<file path="src/rtl/axicb_pkg.sv">
// Shared definitions for the crossbar master-side interface: packed channel
// layouts, channel widths and the bit positions inside err_status.
package axicb_pkg;

  // Bit positions inside the sticky err_status vector
  localparam int ERR_WLAST   = 0;
  localparam int ERR_UNEXP_B = 1;
  localparam int ERR_UNEXP_R = 2;
  localparam int ERR_WR_TMO  = 3;
  localparam int ERR_RD_TMO  = 4;
  localparam int ERR_W       = 5;

  // Packed AW/AR layout, LSB first:
  //   addr, id, len(8), size(3), burst(2), lock(1), cache(4), prot(3), qos(4), region(4)
  // In AXI4-lite only addr, id and prot are carried.
  function automatic int addr_off();
    return 0;
  endfunction

  function automatic int id_off(input int addr_w);
    return addr_w;
  endfunction

  function automatic int len_off(input int addr_w, input int id_w);
    return addr_w + id_w;
  endfunction

  function automatic int prot_off(input int addr_w, input int id_w, input int signaling);
    return (signaling != 0) ? (addr_w + id_w + 18) : (addr_w + id_w);
  endfunction

  function automatic int axch_w(input int addr_w, input int id_w, input int signaling);
    return addr_w + id_w + ((signaling != 0) ? 29 : 3);
  endfunction

  function automatic int wch_w(input int data_w);
    return data_w + data_w / 8;
  endfunction

  function automatic int bch_w(input int id_w);
    return id_w + 2;
  endfunction

  function automatic int rch_w(input int data_w, input int id_w);
    return data_w + 2 + id_w;
  endfunction

endpackage

</file>
<file path="src/rtl/axicb_scfifo.sv">
// Single-clock FIFO with optional fall-through. Used to hold AW burst lengths
// until the matching write data has been forwarded.
module axicb_scfifo #(
  parameter int PASS_THRU  = 0,
  parameter int DATA_WIDTH = 8,
  parameter int ADDR_WIDTH = 2
) (
  input  logic                  aclk,
  input  logic                  aresetn,
  input  logic                  srst,
  input  logic                  i_push,
  input  logic [DATA_WIDTH-1:0] i_data,
  output logic                  o_full,
  input  logic                  i_pull,
  output logic [DATA_WIDTH-1:0] o_data,
  output logic                  o_empty
);

  localparam int DEPTH = 2 ** ADDR_WIDTH;
  localparam logic [ADDR_WIDTH:0] DEPTH_L = DEPTH[ADDR_WIDTH:0];

  logic [DATA_WIDTH-1:0] r_mem [DEPTH];
  logic [ADDR_WIDTH-1:0] r_wr_ptr;
  logic [ADDR_WIDTH-1:0] r_rd_ptr;
  logic [ADDR_WIDTH:0]   r_count;
  logic                  w_stored_empty;
  logic                  w_bypass;
  logic                  w_wr_en;
  logic                  w_rd_en;

  assign w_stored_empty = (r_count == '0);
  assign w_bypass       = (PASS_THRU != 0) && w_stored_empty && i_push && i_pull;
  assign o_full         = (r_count == DEPTH_L);
  assign o_empty        = (PASS_THRU != 0) ? (w_stored_empty & ~i_push) : w_stored_empty;
  assign o_data         = ((PASS_THRU != 0) && w_stored_empty) ? i_data : r_mem[r_rd_ptr];
  assign w_wr_en        = i_push & ~o_full & ~w_bypass;
  assign w_rd_en        = i_pull & ~w_stored_empty;

  // Storage array, written on every accepted push
  always_ff @(posedge aclk) begin
    if (w_wr_en) r_mem[r_wr_ptr] <= i_data;
  end

  // Pointers and occupancy; srst empties the FIFO immediately
  always_ff @(posedge aclk or negedge aresetn) begin
    if (!aresetn) begin
      r_wr_ptr <= '0;
      r_rd_ptr <= '0;
      r_count  <= '0;
    end else if (srst) begin
      r_wr_ptr <= '0;
      r_rd_ptr <= '0;
      r_count  <= '0;
    end else begin
      if (w_wr_en) r_wr_ptr <= r_wr_ptr + 1'b1;
      if (w_rd_en) r_rd_ptr <= r_rd_ptr + 1'b1;
      case ({w_wr_en, w_rd_en})
        2'b10:   r_count <= r_count + 1'b1;
        2'b01:   r_count <= r_count - 1'b1;
        default: r_count <= r_count;
      endcase
    end
  end

endmodule

</file>
<file path="src/rtl/axicb_mst_if_ostd.sv">
// Crossbar master-side interface toward one slave: limits outstanding
// transactions, orders W behind AW with locally generated WLAST, strips the
// target base address and keeps sticky protocol/timeout status.
module axicb_mst_if_ostd
  import axicb_pkg::*;
#(
  parameter int                  AXI_ADDR_W      = 32,
  parameter int                  AXI_ID_W        = 4,
  parameter int                  AXI_DATA_W      = 32,
  parameter int                  AXI_SIGNALING   = 1,
  parameter int                  KEEP_BASE_ADDR  = 0,
  parameter logic [AXI_ADDR_W-1:0] BASE_ADDR     = '0,
  parameter int                  MAX_OSTD_WR     = 4,
  parameter int                  MAX_OSTD_RD     = 4,
  parameter int                  WLEN_DEPTH_LOG2 = 2,
  parameter int                  TIMEOUT_CYCLES  = 1024,
  localparam int                 AWCH_W = axch_w(AXI_ADDR_W, AXI_ID_W, AXI_SIGNALING),
  localparam int                 ARCH_W = axch_w(AXI_ADDR_W, AXI_ID_W, AXI_SIGNALING),
  localparam int                 WCH_W  = wch_w(AXI_DATA_W),
  localparam int                 BCH_W  = bch_w(AXI_ID_W),
  localparam int                 RCH_W  = rch_w(AXI_DATA_W, AXI_ID_W)
) (
  input  logic              aclk,
  input  logic              aresetn,
  input  logic              srst,
  input  logic              err_clr,
  // upstream (crossbar switch side)
  input  logic              i_awvalid,
  output logic              i_awready,
  input  logic [AWCH_W-1:0] i_awch,
  input  logic              i_wvalid,
  output logic              i_wready,
  input  logic              i_wlast,
  input  logic [WCH_W-1:0]  i_wch,
  output logic              i_bvalid,
  input  logic              i_bready,
  output logic [BCH_W-1:0]  i_bch,
  input  logic              i_arvalid,
  output logic              i_arready,
  input  logic [ARCH_W-1:0] i_arch,
  output logic              i_rvalid,
  input  logic              i_rready,
  output logic              i_rlast,
  output logic [RCH_W-1:0]  i_rch,
  // downstream (slave side)
  output logic              o_awvalid,
  input  logic              o_awready,
  output logic [AWCH_W-1:0] o_awch,
  output logic              o_wvalid,
  input  logic              o_wready,
  output logic              o_wlast,
  output logic [WCH_W-1:0]  o_wch,
  input  logic              o_bvalid,
  output logic              o_bready,
  input  logic [BCH_W-1:0]  o_bch,
  output logic              o_arvalid,
  input  logic              o_arready,
  output logic [ARCH_W-1:0] o_arch,
  input  logic              o_rvalid,
  output logic              o_rready,
  input  logic              o_rlast,
  input  logic [RCH_W-1:0]  o_rch,
  // status
  output logic [ERR_W-1:0]  err_status,
  output logic [7:0]        wr_ostd,
  output logic [7:0]        rd_ostd
);

  localparam int               LEN_OFF  = len_off(AXI_ADDR_W, AXI_ID_W);
  localparam logic [7:0]       MAX_WR_L = MAX_OSTD_WR[7:0];
  localparam logic [7:0]       MAX_RD_L = MAX_OSTD_RD[7:0];
  localparam bit               TMO_EN   = (TIMEOUT_CYCLES > 0);
  localparam int               TMO_W    = (TIMEOUT_CYCLES > 0) ? $clog2(TIMEOUT_CYCLES + 1) : 1;
  localparam logic [TMO_W-1:0] TMO_MAX  = TMO_W'(TIMEOUT_CYCLES);

  logic             w_run;
  logic             w_aw_ok;
  logic             w_ar_ok;
  logic             w_aw_hs;
  logic             w_w_hs;
  logic             w_b_hs;
  logic             w_ar_hs;
  logic             w_r_hs;
  logic             w_wr_dec;
  logic             w_rd_dec;
  logic [7:0]       w_awlen;
  logic [7:0]       w_wlen_head;
  logic             w_wlen_full;
  logic             w_wlen_empty;
  logic             w_wlen_pull;
  logic [AXI_ADDR_W-1:0] w_aw_addr;
  logic [AXI_ADDR_W-1:0] w_ar_addr;
  logic [ERR_W-1:0] w_err_set;
  logic [TMO_W-1:0] w_wr_wdog_nxt;
  logic [TMO_W-1:0] w_rd_wdog_nxt;
  logic             w_wr_tmo_set;
  logic             w_rd_tmo_set;

  logic [7:0]       r_wr_ostd;
  logic [7:0]       r_rd_ostd;
  logic [7:0]       r_beat_cnt;
  logic [ERR_W-1:0] r_err;
  logic [TMO_W-1:0] r_wr_wdog;
  logic [TMO_W-1:0] r_rd_wdog;

  // All handshake outputs are forced low while either reset is active
  assign w_run = aresetn & ~srst;

  assign w_aw_ok   = (r_wr_ostd < MAX_WR_L) & ~w_wlen_full;
  assign w_ar_ok   = (r_rd_ostd < MAX_RD_L);

  assign o_awvalid = i_awvalid & w_aw_ok & w_run;
  assign i_awready = o_awready & w_aw_ok & w_run;
  assign o_arvalid = i_arvalid & w_ar_ok & w_run;
  assign i_arready = o_arready & w_ar_ok & w_run;

  assign o_wvalid  = i_wvalid & ~w_wlen_empty & w_run;
  assign i_wready  = o_wready & ~w_wlen_empty & w_run;
  assign o_wch     = i_wch;
  assign o_wlast   = (r_beat_cnt == w_wlen_head);

  assign i_bvalid  = o_bvalid & w_run;
  assign o_bready  = i_bready & w_run;
  assign i_bch     = o_bch;

  assign i_rvalid  = o_rvalid & w_run;
  assign o_rready  = i_rready & w_run;
  assign i_rch     = o_rch;

  assign w_aw_hs   = o_awvalid & o_awready;
  assign w_w_hs    = o_wvalid & o_wready;
  assign w_b_hs    = i_bvalid & i_bready;
  assign w_ar_hs   = o_arvalid & o_arready;
  assign w_r_hs    = i_rvalid & i_rready;

  assign w_wr_dec  = w_b_hs & (r_wr_ostd != 8'd0);
  assign w_rd_dec  = w_r_hs & i_rlast & (r_rd_ostd != 8'd0);

  if (AXI_SIGNALING != 0) begin : g_axi4
    assign w_awlen = i_awch[LEN_OFF +: 8];
    assign i_rlast = o_rlast;
  end else begin : g_lite
    assign w_awlen = 8'd0;
    assign i_rlast = 1'b1;
  end

  // Address rebasing: the slave sees offsets relative to its own window
  assign w_aw_addr = (KEEP_BASE_ADDR != 0) ? i_awch[AXI_ADDR_W-1:0]
                                           : i_awch[AXI_ADDR_W-1:0] - BASE_ADDR;
  assign w_ar_addr = (KEEP_BASE_ADDR != 0) ? i_arch[AXI_ADDR_W-1:0]
                                           : i_arch[AXI_ADDR_W-1:0] - BASE_ADDR;
  assign o_awch    = {i_awch[AWCH_W-1:AXI_ADDR_W], w_aw_addr};
  assign o_arch    = {i_arch[ARCH_W-1:AXI_ADDR_W], w_ar_addr};

  assign w_wlen_pull = w_w_hs & o_wlast;

  axicb_scfifo #(
    .PASS_THRU  (0),
    .DATA_WIDTH (8),
    .ADDR_WIDTH (WLEN_DEPTH_LOG2)
  ) u_wlen_fifo (
    .aclk    (aclk),
    .aresetn (aresetn),
    .srst    (srst),
    .i_push  (w_aw_hs),
    .i_data  (w_awlen),
    .o_full  (w_wlen_full),
    .i_pull  (w_wlen_pull),
    .o_data  (w_wlen_head),
    .o_empty (w_wlen_empty)
  );

  // Watchdogs run while transactions are pending and flag only the crossing
  // into timeout, so err_clr can clear the bit while the counter stays parked
  always_comb begin
    w_wr_wdog_nxt = r_wr_wdog;
    w_wr_tmo_set  = 1'b0;
    w_rd_wdog_nxt = r_rd_wdog;
    w_rd_tmo_set  = 1'b0;
    if (!TMO_EN || r_wr_ostd == 8'd0 || w_b_hs) begin
      w_wr_wdog_nxt = '0;
    end else if (r_wr_wdog != TMO_MAX) begin
      w_wr_wdog_nxt = r_wr_wdog + 1'b1;
      w_wr_tmo_set  = (r_wr_wdog == TMO_MAX - 1'b1);
    end
    if (!TMO_EN || r_rd_ostd == 8'd0 || w_r_hs) begin
      w_rd_wdog_nxt = '0;
    end else if (r_rd_wdog != TMO_MAX) begin
      w_rd_wdog_nxt = r_rd_wdog + 1'b1;
      w_rd_tmo_set  = (r_rd_wdog == TMO_MAX - 1'b1);
    end
  end

  // Error events detected this cycle
  always_comb begin
    w_err_set              = '0;
    w_err_set[ERR_WLAST]   = w_w_hs & (i_wlast != o_wlast);
    w_err_set[ERR_UNEXP_B] = w_b_hs & (r_wr_ostd == 8'd0);
    w_err_set[ERR_UNEXP_R] = w_r_hs & i_rlast & (r_rd_ostd == 8'd0);
    w_err_set[ERR_WR_TMO]  = w_wr_tmo_set;
    w_err_set[ERR_RD_TMO]  = w_rd_tmo_set;
  end

  // Tracking state; srst drops all pending bookkeeping without draining
  always_ff @(posedge aclk or negedge aresetn) begin
    if (!aresetn) begin
      r_wr_ostd  <= '0;
      r_rd_ostd  <= '0;
      r_beat_cnt <= '0;
      r_err      <= '0;
      r_wr_wdog  <= '0;
      r_rd_wdog  <= '0;
    end else if (srst) begin
      r_wr_ostd  <= '0;
      r_rd_ostd  <= '0;
      r_beat_cnt <= '0;
      r_err      <= '0;
      r_wr_wdog  <= '0;
      r_rd_wdog  <= '0;
    end else begin
      r_wr_ostd <= r_wr_ostd + {7'd0, w_aw_hs} - {7'd0, w_wr_dec};
      r_rd_ostd <= r_rd_ostd + {7'd0, w_ar_hs} - {7'd0, w_rd_dec};
      if (w_w_hs) r_beat_cnt <= o_wlast ? 8'd0 : r_beat_cnt + 8'd1;
      r_err     <= (err_clr ? '0 : r_err) | w_err_set;
      r_wr_wdog <= w_wr_wdog_nxt;
      r_rd_wdog <= w_rd_wdog_nxt;
    end
  end

  assign err_status = r_err;
  assign wr_ostd    = r_wr_ostd;
  assign rd_ostd    = r_rd_ostd;

endmodule

</file>
<file path="config.mk">
export PLATFORM = sky130hd
export DESIGN_NAME = axicb_mst_if_ostd
export DESIGN_NICKNAME = d
export VERILOG_FILES = /design/src/rtl/axicb_pkg.sv /design/src/rtl/axicb_scfifo.sv /design/src/rtl/axicb_mst_if_ostd.sv
export SDC_FILE = /design/constraint.sdc
export NUM_CORES = 1
export LEC_CHECK = 0
export BUFFER_PORTS_ARGS = -buffer_cell sky130_fd_sc_hd__buf_2
export CORE_AREA = 4 4 179 181
export CTS_CLUSTER_DIAMETER = 40
export CTS_CLUSTER_SIZE = 30
export DETAILED_ROUTE_END_ITERATION = 10
export DIE_AREA = 0 0 183 185
export GPL_TIMING_DRIVEN = 0
export PLACE_DENSITY = 0.54
export SLEW_MARGIN = 10
export SYNTH_ARGS = -nofsm -noshare
export SYNTH_HDL_FRONTEND = slang
export SYNTH_SLANG_ARGS = --single-unit
</file>
<file path="constraint.sdc">
create_clock -name aclk -period 3.8 [get_ports aclk]
set_input_delay 0.76 -clock aclk [delete_from_list [all_inputs] [get_ports aclk]]
set_output_delay 0.76 -clock aclk [all_outputs]
set_load 0.02 [all_outputs]
</file>
Yosys cells after proc, flatten, opt, wreduce, memory -nomap -nowiden
Memories as Yosys holds them, arrays and structs flattened.
Index checks and enable logic that the tools add are counted.
Storage, ports and cells
  register bits after elaboration: 58
  memory bits (writable): 32
  bits of input ports: 226
  output and inout bits: 243
  word-level logic and storage cells: 106
  memories kept: 1
Memories
  u_wlen_fifo.r_mem: depth 4, bits a word 8, read ports 1, clocked after memory_dff 0, write ports 1, line axicb_scfifo.sv:22  | logic [DATA_WIDTH-1:0] r_mem [DEPTH];
Cells by class
  add/subtract/negate cells: 11
  $lt $le $gt $ge: 2
  equal/unequal tests: 9
  mux-type cells: 25
  bitwise gates (word level): 36
  reductions and logical operators: 13
Operators by type and width (count)
  11-bit 2-to-1 mux: 6
  8-bit 2-to-1 mux: 5
  1-bit bitwise AND: 32
  11-bit by 1-bit adder with 11-bit output (second input constant): 2
  11-bit by 10-bit == test with 1-bit output (second input constant): 2
  11-bit != test (second input constant): 2
  8-bit by 1-bit adder with 8-bit output: 2
  8-bit logical NOT: 2
  8-bit by 3-bit less-than comparator with 1-bit output (second input constant): 2
  8-bit nonzero test: 2
  8-bit by 1-bit subtractor with 8-bit output: 2
  5-bit 2-to-1 mux: 2
  3-bit nonzero test: 3
  8-bit by 1-bit adder with 8-bit output (second input constant): 1
  8-bit == test: 1
  2-bit 2-to-1 mux: 4
  1-bit 2-to-1 mux: 6
  3-bit case mux with 2 select lines: 1
  2-bit nonzero test: 3
  5-bit OR: 1
  2-bit by 1-bit adder with 2-bit output (second input constant): 2
  3-bit by 1-bit adder with 3-bit output (second input constant): 1
  3-bit == test (second input constant): 1
  3-bit logical NOT: 1
  other kinds (7): 10

Depth between registers and ports, before layout
  depth in word-level cells: 10
  gate-level depth with buffers: 16
  depth with buffers taken out: 16

Cells and area by module
Synthesis repeated with hierarchy kept, for this count alone.
Second synthesis, totals
  cells, all modules: 668
  area total of the unflattened synthesis: 6611.3 µm²
By module, submodules not included
  axicb_mst_if_ostd: instances 1, cells each 565, area an instance 4909.7 µm²
  axicb_scfifo: instances 1, cells each 103, area an instance 1701.6 µm²

Worst setup path after synthesis
Ideal clock, no wire load.
  path type: input to register
  start: input port aresetn
  end: register r_wr_ostd[7], in the netlist wr_ostd[7]
  data arrival time: 3210 ps
  required time: 3722 ps
  path slack: 512 ps
  cell stages on the path: 14
  path buffers: 1
  cell sequence: nor2b_1 clkbuf_1 and2_1 nand2_1 nor2_1 ha_1 inv_1 ha_1 a21o_1 a21oi_1 o21bai_1 a2111o_1 a21o_1 a21oi_1
On the way
  longest elaborated chain between the ends: 6
  elaborated cells between the ends (all ways): 9
RTL lines
  from (decl): line axicb_mst_if_ostd.sv:24  | input logic aresetn,
  1-bit bitwise AND (*): line axicb_mst_if_ostd.sv:107  | assign w_run = aresetn & ~srst;
  1-bit bitwise AND, on equally long branches: line axicb_mst_if_ostd.sv:112, axicb_mst_if_ostd.sv:122
  1-bit bitwise AND, on equally long branches: line axicb_mst_if_ostd.sv:130, axicb_mst_if_ostd.sv:132
  8-bit by 1-bit adder with 8-bit output or 1-bit bitwise AND (tied branches): line axicb_mst_if_ostd.sv:221, axicb_mst_if_ostd.sv:136
  8-bit by 1-bit subtractor with 8-bit output (*): line axicb_mst_if_ostd.sv:221  | r_wr_ostd <= r_wr_ostd + {7'd0, w_aw_hs} - {7'd0, w_wr_dec};
  8-bit 2-to-1 mux (*): line axicb_mst_if_ostd.sv:213  | end else if (srst) begin
  to (signal assigned): line axicb_mst_if_ostd.sv:221
  to (decl): line axicb_mst_if_ostd.sv:99  | logic [7:0] r_wr_ostd;
Every way passes the cells marked *; elsewhere a longest branch is shown, timed or not.
A chain may end at the register's enable or synchronous reset.

Worst setup path after layout
Same ends and word-level chain as after synthesis.

==> key figures <==
Detailed routing
  – Count of vias placed by the detailed router: 5263
  – Count of TritonRoute iterations in the first routing pass: 4
  – Initial drt markers: ~140
  – Sum of routed wire length over all layers: roughly 23000 um
  – Average wire per cell in the routed design: roughly 18 um
  – Drt drc: 0
  – Antenna viol nets, final: 0
  – Average vias per placed instance: approximately 4

Cells and area
  – Commonest non-fill, non-tap cell in the layout: buf_2
  – Synth-to-Final Area Change: 32.5%
  – Fillers: roughly 3.2k
  – Nets@finish: between 1k and 1.5k
  – Fraction of layout instances using a drive strength above 1: 56.1%
  – End-of-flow core utilization: around 29%
  – Most frequent cells in the layout: 265 x buf_2, 211 x buf_4, 58 x dfrtp_1, 47 x nor2_1, 35 x ha_1

Synthesis
  – Average instance area after synthesis: a little over 10 um2
  – Most instantiated flip-flop cell in the synthesis netlist: dfrtp_1
  – Post-synthesis net count: around 910
  – Post-synth ARST share: between 60% and 70%
  – Register area share after synthesis: 36.8%
  – Number of warnings reported in the yosys synthesis log: 0
  – Cell count after synthesis: 650
  – Number of synthesized flops with an enable pin: 32
  – Netlist area before placement: ~6600 um2
  – Cell variety after synth: 55
  – Post-synthesis register bit count: 90

STA
  – Setup-failing EPs final: 0
  – Slew Limit Headroom: about three fifths
  – Unrepaired setup endpoints after global routing: false
  – Highest attainable clock frequency: 288 MHz
  – Pins over their slew limit: 0
  – Pin slew with the least headroom to its limit: 588 ps
  – Worst clock skew on the final layout: just under 9 ps
  – Final period util: roughly nine tenths
  – Final hold violations: 0
  – Post-layout min period: around 3500 ps

Die
  – Die footprint: roughly 34000 um2
  – Core area: around 30000 um2
  – Die height: about 190 um
  – Initial core utilization: between 20% and 30%
  – Floorplan row count: 64
  – DIE WIDTH: about 180 um
  – Top Ports: 469

Setup path
  – Data required time of the worst path: a little over 4000 ps
  – Maximum fanout count along the critical path: just under 60
  – Nature of the critical path endpoint: flop
  – Crit path DAT: between 3000 and 4000 ps
  – Cells traversed along the worst timing path: buf_12 > nor2b_1 > nand2_1 > nor4_1 > inv_2 > ha_1 > inv_1 > ha_1 > a21o_1 > a21oi_1 > o21bai_1 > a2111o_1 > a21o_1 > a21oi_1
  – Startpoint Class: input port
  – Classification of the worst setup path: in -> reg
  – CP max-delay cell: a2111o_1
  – Slowest cell delay on critical path: roughly 440 ps

Clock tree
  – Root buffer cell: clkbuf_16
  – CTS H-tree depth: 3
  – Clock buffer depth: 2
  – CTS tree: yes
  – Clock latency on the worst-skew pair: roughly 340 ps
  – Clk slew on worst S/H paths: 70 ps
  – Number of buffers created by CTS: 9
  – Setup fix buffers added after clock tree synthesis: 0
  – Clock sink count: 90

Min path
  – Class of the tightest hold or removal check: in -> async

Placed design
  – Detailed placement HPWL: roughly 20000 um
  – Final GP Congestion: 0.791
  – Count of port buffers added during placement: ~270

Power and ir drop
  – Power density cells: about 400 nW/um2
  – Proportion of power drawn by flip-flops and latches: around a third
  – Logic pwr share: 42.6%
  – Switching share of total power: between 30% and 40%
  – Sw power: 1300 uW
  – Power consumption: approximately 3500 uW
  – Portion of total power attributed to the clock network: between 20% and 30%
  – Worst-case vdd ir drop: approximately 0.35 mV
  – Internal power contribution: between 2000 and 2500 uW
  – Leak: between 0.004 and 0.005 uW

Global routing
  – Leftover overflow at the end of global routing: 0
  – Global Route Usage Sum: 12.5%
  – Largest net degree at the start of global routing: 60
  – Wire length of the first global-routing pass: around 31000 um
  – Antenna violations before repair: 7
  – Via count of the first global-routing pass: 5024

Run status
  – Run status: finished, final reports clean

Run
  – Max cap viols: 0
[power by group through the flow]
stage                     Combinational, uW  Clock, uW  Sequential, uW
after floorplan                        1050          0            1230
after global placement                 1500          0            1180
after detailed placement               1500          0            1180
after CTS                              1510        884            1160
after global routing                   1650        933            1170
final                                  1490        855            1160
[critical path: cells and delay by family]
family / cells / cell delay, ps
AOI/OAI and AO/OA: 6 / 1260
adders and majority gates: 2 / 460
buffers and inverters: 3 / 520
and+or+nand+nor: 3 / 710
[sequential cells by signal, summed over array words and instances (netlist names)]
register and count:
r_beat_cnt 8, u_wlen_fifo.r_count 3, u_wlen_fifo.r_mem 32, r_rd_wdog 11, wr_ostd 8, u_wlen_fifo.r_wr_ptr 2, u_wlen_fifo.r_rd_ptr 2, err_status 5
rd_ostd 8, r_wr_wdog 11
[path summary, 6_finish.rpt]
kind	start	end	cells after the start	slack (ps)
hold / removal	aresetn	rd_ostd[5]	1	290
max in group asynchronous	aresetn	r_rd_wdog[4]	1	3230
setup reg to reg	wr_ostd[3]	wr_ostd[7]	15	470
hold reg to reg	err_status[4]	err_status[4]	2	500
min in group aclk	err_status[4]	err_status[4]	2	500
setup / recovery	aresetn	wr_ostd[7]	14	330
[cells in the mapped netlist (3+ instances only)]
library cell / n / area, um2
buf_4: 211 / 1580
dfrtp_1: 58 / 1450
nor2_1: 47 / 176
ha_1: 35 / 438
edfxtp_1: 32 / 961
inv_1: 29 / 109
nand2_1: 25 / 93.8
a21oi_1: 24 / 120
xnor2_1: 19 / 166
nand3_1: 18 / 90.1
and3_1: 12 / 75.1
and2_1: 11 / 68.8
xor2_1: 10 / 87.6
clkbuf_1: 8 / 30.0
mux4_2: 8 / 180
xnor2_2: 7 / 114
a21o_1: 6 / 45.0
nand2b_1: 6 / 37.5
o21ai_0: 6 / 30.0
o21bai_1: 6 / 45.0
or3_1: 6 / 37.5
nor2b_1: 5 / 31.3
nor3b_1: 5 / 37.5
nor4_1: 5 / 31.3
nor3_1: 4 / 20.0
fa_1: 3 / 60.1
nor4b_1: 3 / 26.3
[per-layer routing]
layer / up-vias / track usage [%] / wire length, um
li1: 2515 / - / -
met1: 2492 / 14.9 / 8950
met2: 222 / 21.2 / 11800
met3: 26 / 3.91 / 2180
met4: 8 / 4.26 / 490
met5: - / 0 / 52
[through the flow]
stage	std cells	area [um2]	setup TNS, ps	hold WS [ps]	worst slack [ps]
finish	1330	8690	0	288	327
global route	1330	8690	0	299	8.40
CTS	1328	8690	0	302	59.2
detailed placement	1312	8390	-3250	481	-676
global placement	1312	8390	-11750	477	-1130
floorplan	650	6560	0	464	512
[repair_timing]
item                                    CTS  global route
hold buffers                              0             0
endpoints found under the setup margin    5             2
resized for setup                         3             1
[layout make-up]
cell class	count	area (um2)	share of cell area (%)
tap	396	495	5.70
timing repair buffer	266	1350	15.5
multi-input combinational	308	2400	27.6
clock buffer	9	225	2.59
clock inverter	7	58.8	0.677
antenna	2	5.00	0.0576
buffer	222	1630	18.8
sequential	90	2410	27.8
inverter	30	113	1.30
[cell families (layout without fill, tap and decap cells)]
kind of cell | count (synthesis) | after routing | synth area share [%]
AOI/OAI and AO/OA | 56 | 56 | 5.61
xor gates and xnor gates | 38 | 38 | 6.37
adders and majority gates | 38 | 38 | 7.59
buffers and inverters | 252 | 534 | 26.6
DFF | 90 | 90 | 36.8
muxes | 12 | 12 | 3.39
other | 0 | 2 | 0
and+or+nand+nor | 164 | 164 | 13.7
(Power assumes the default switching activity.)
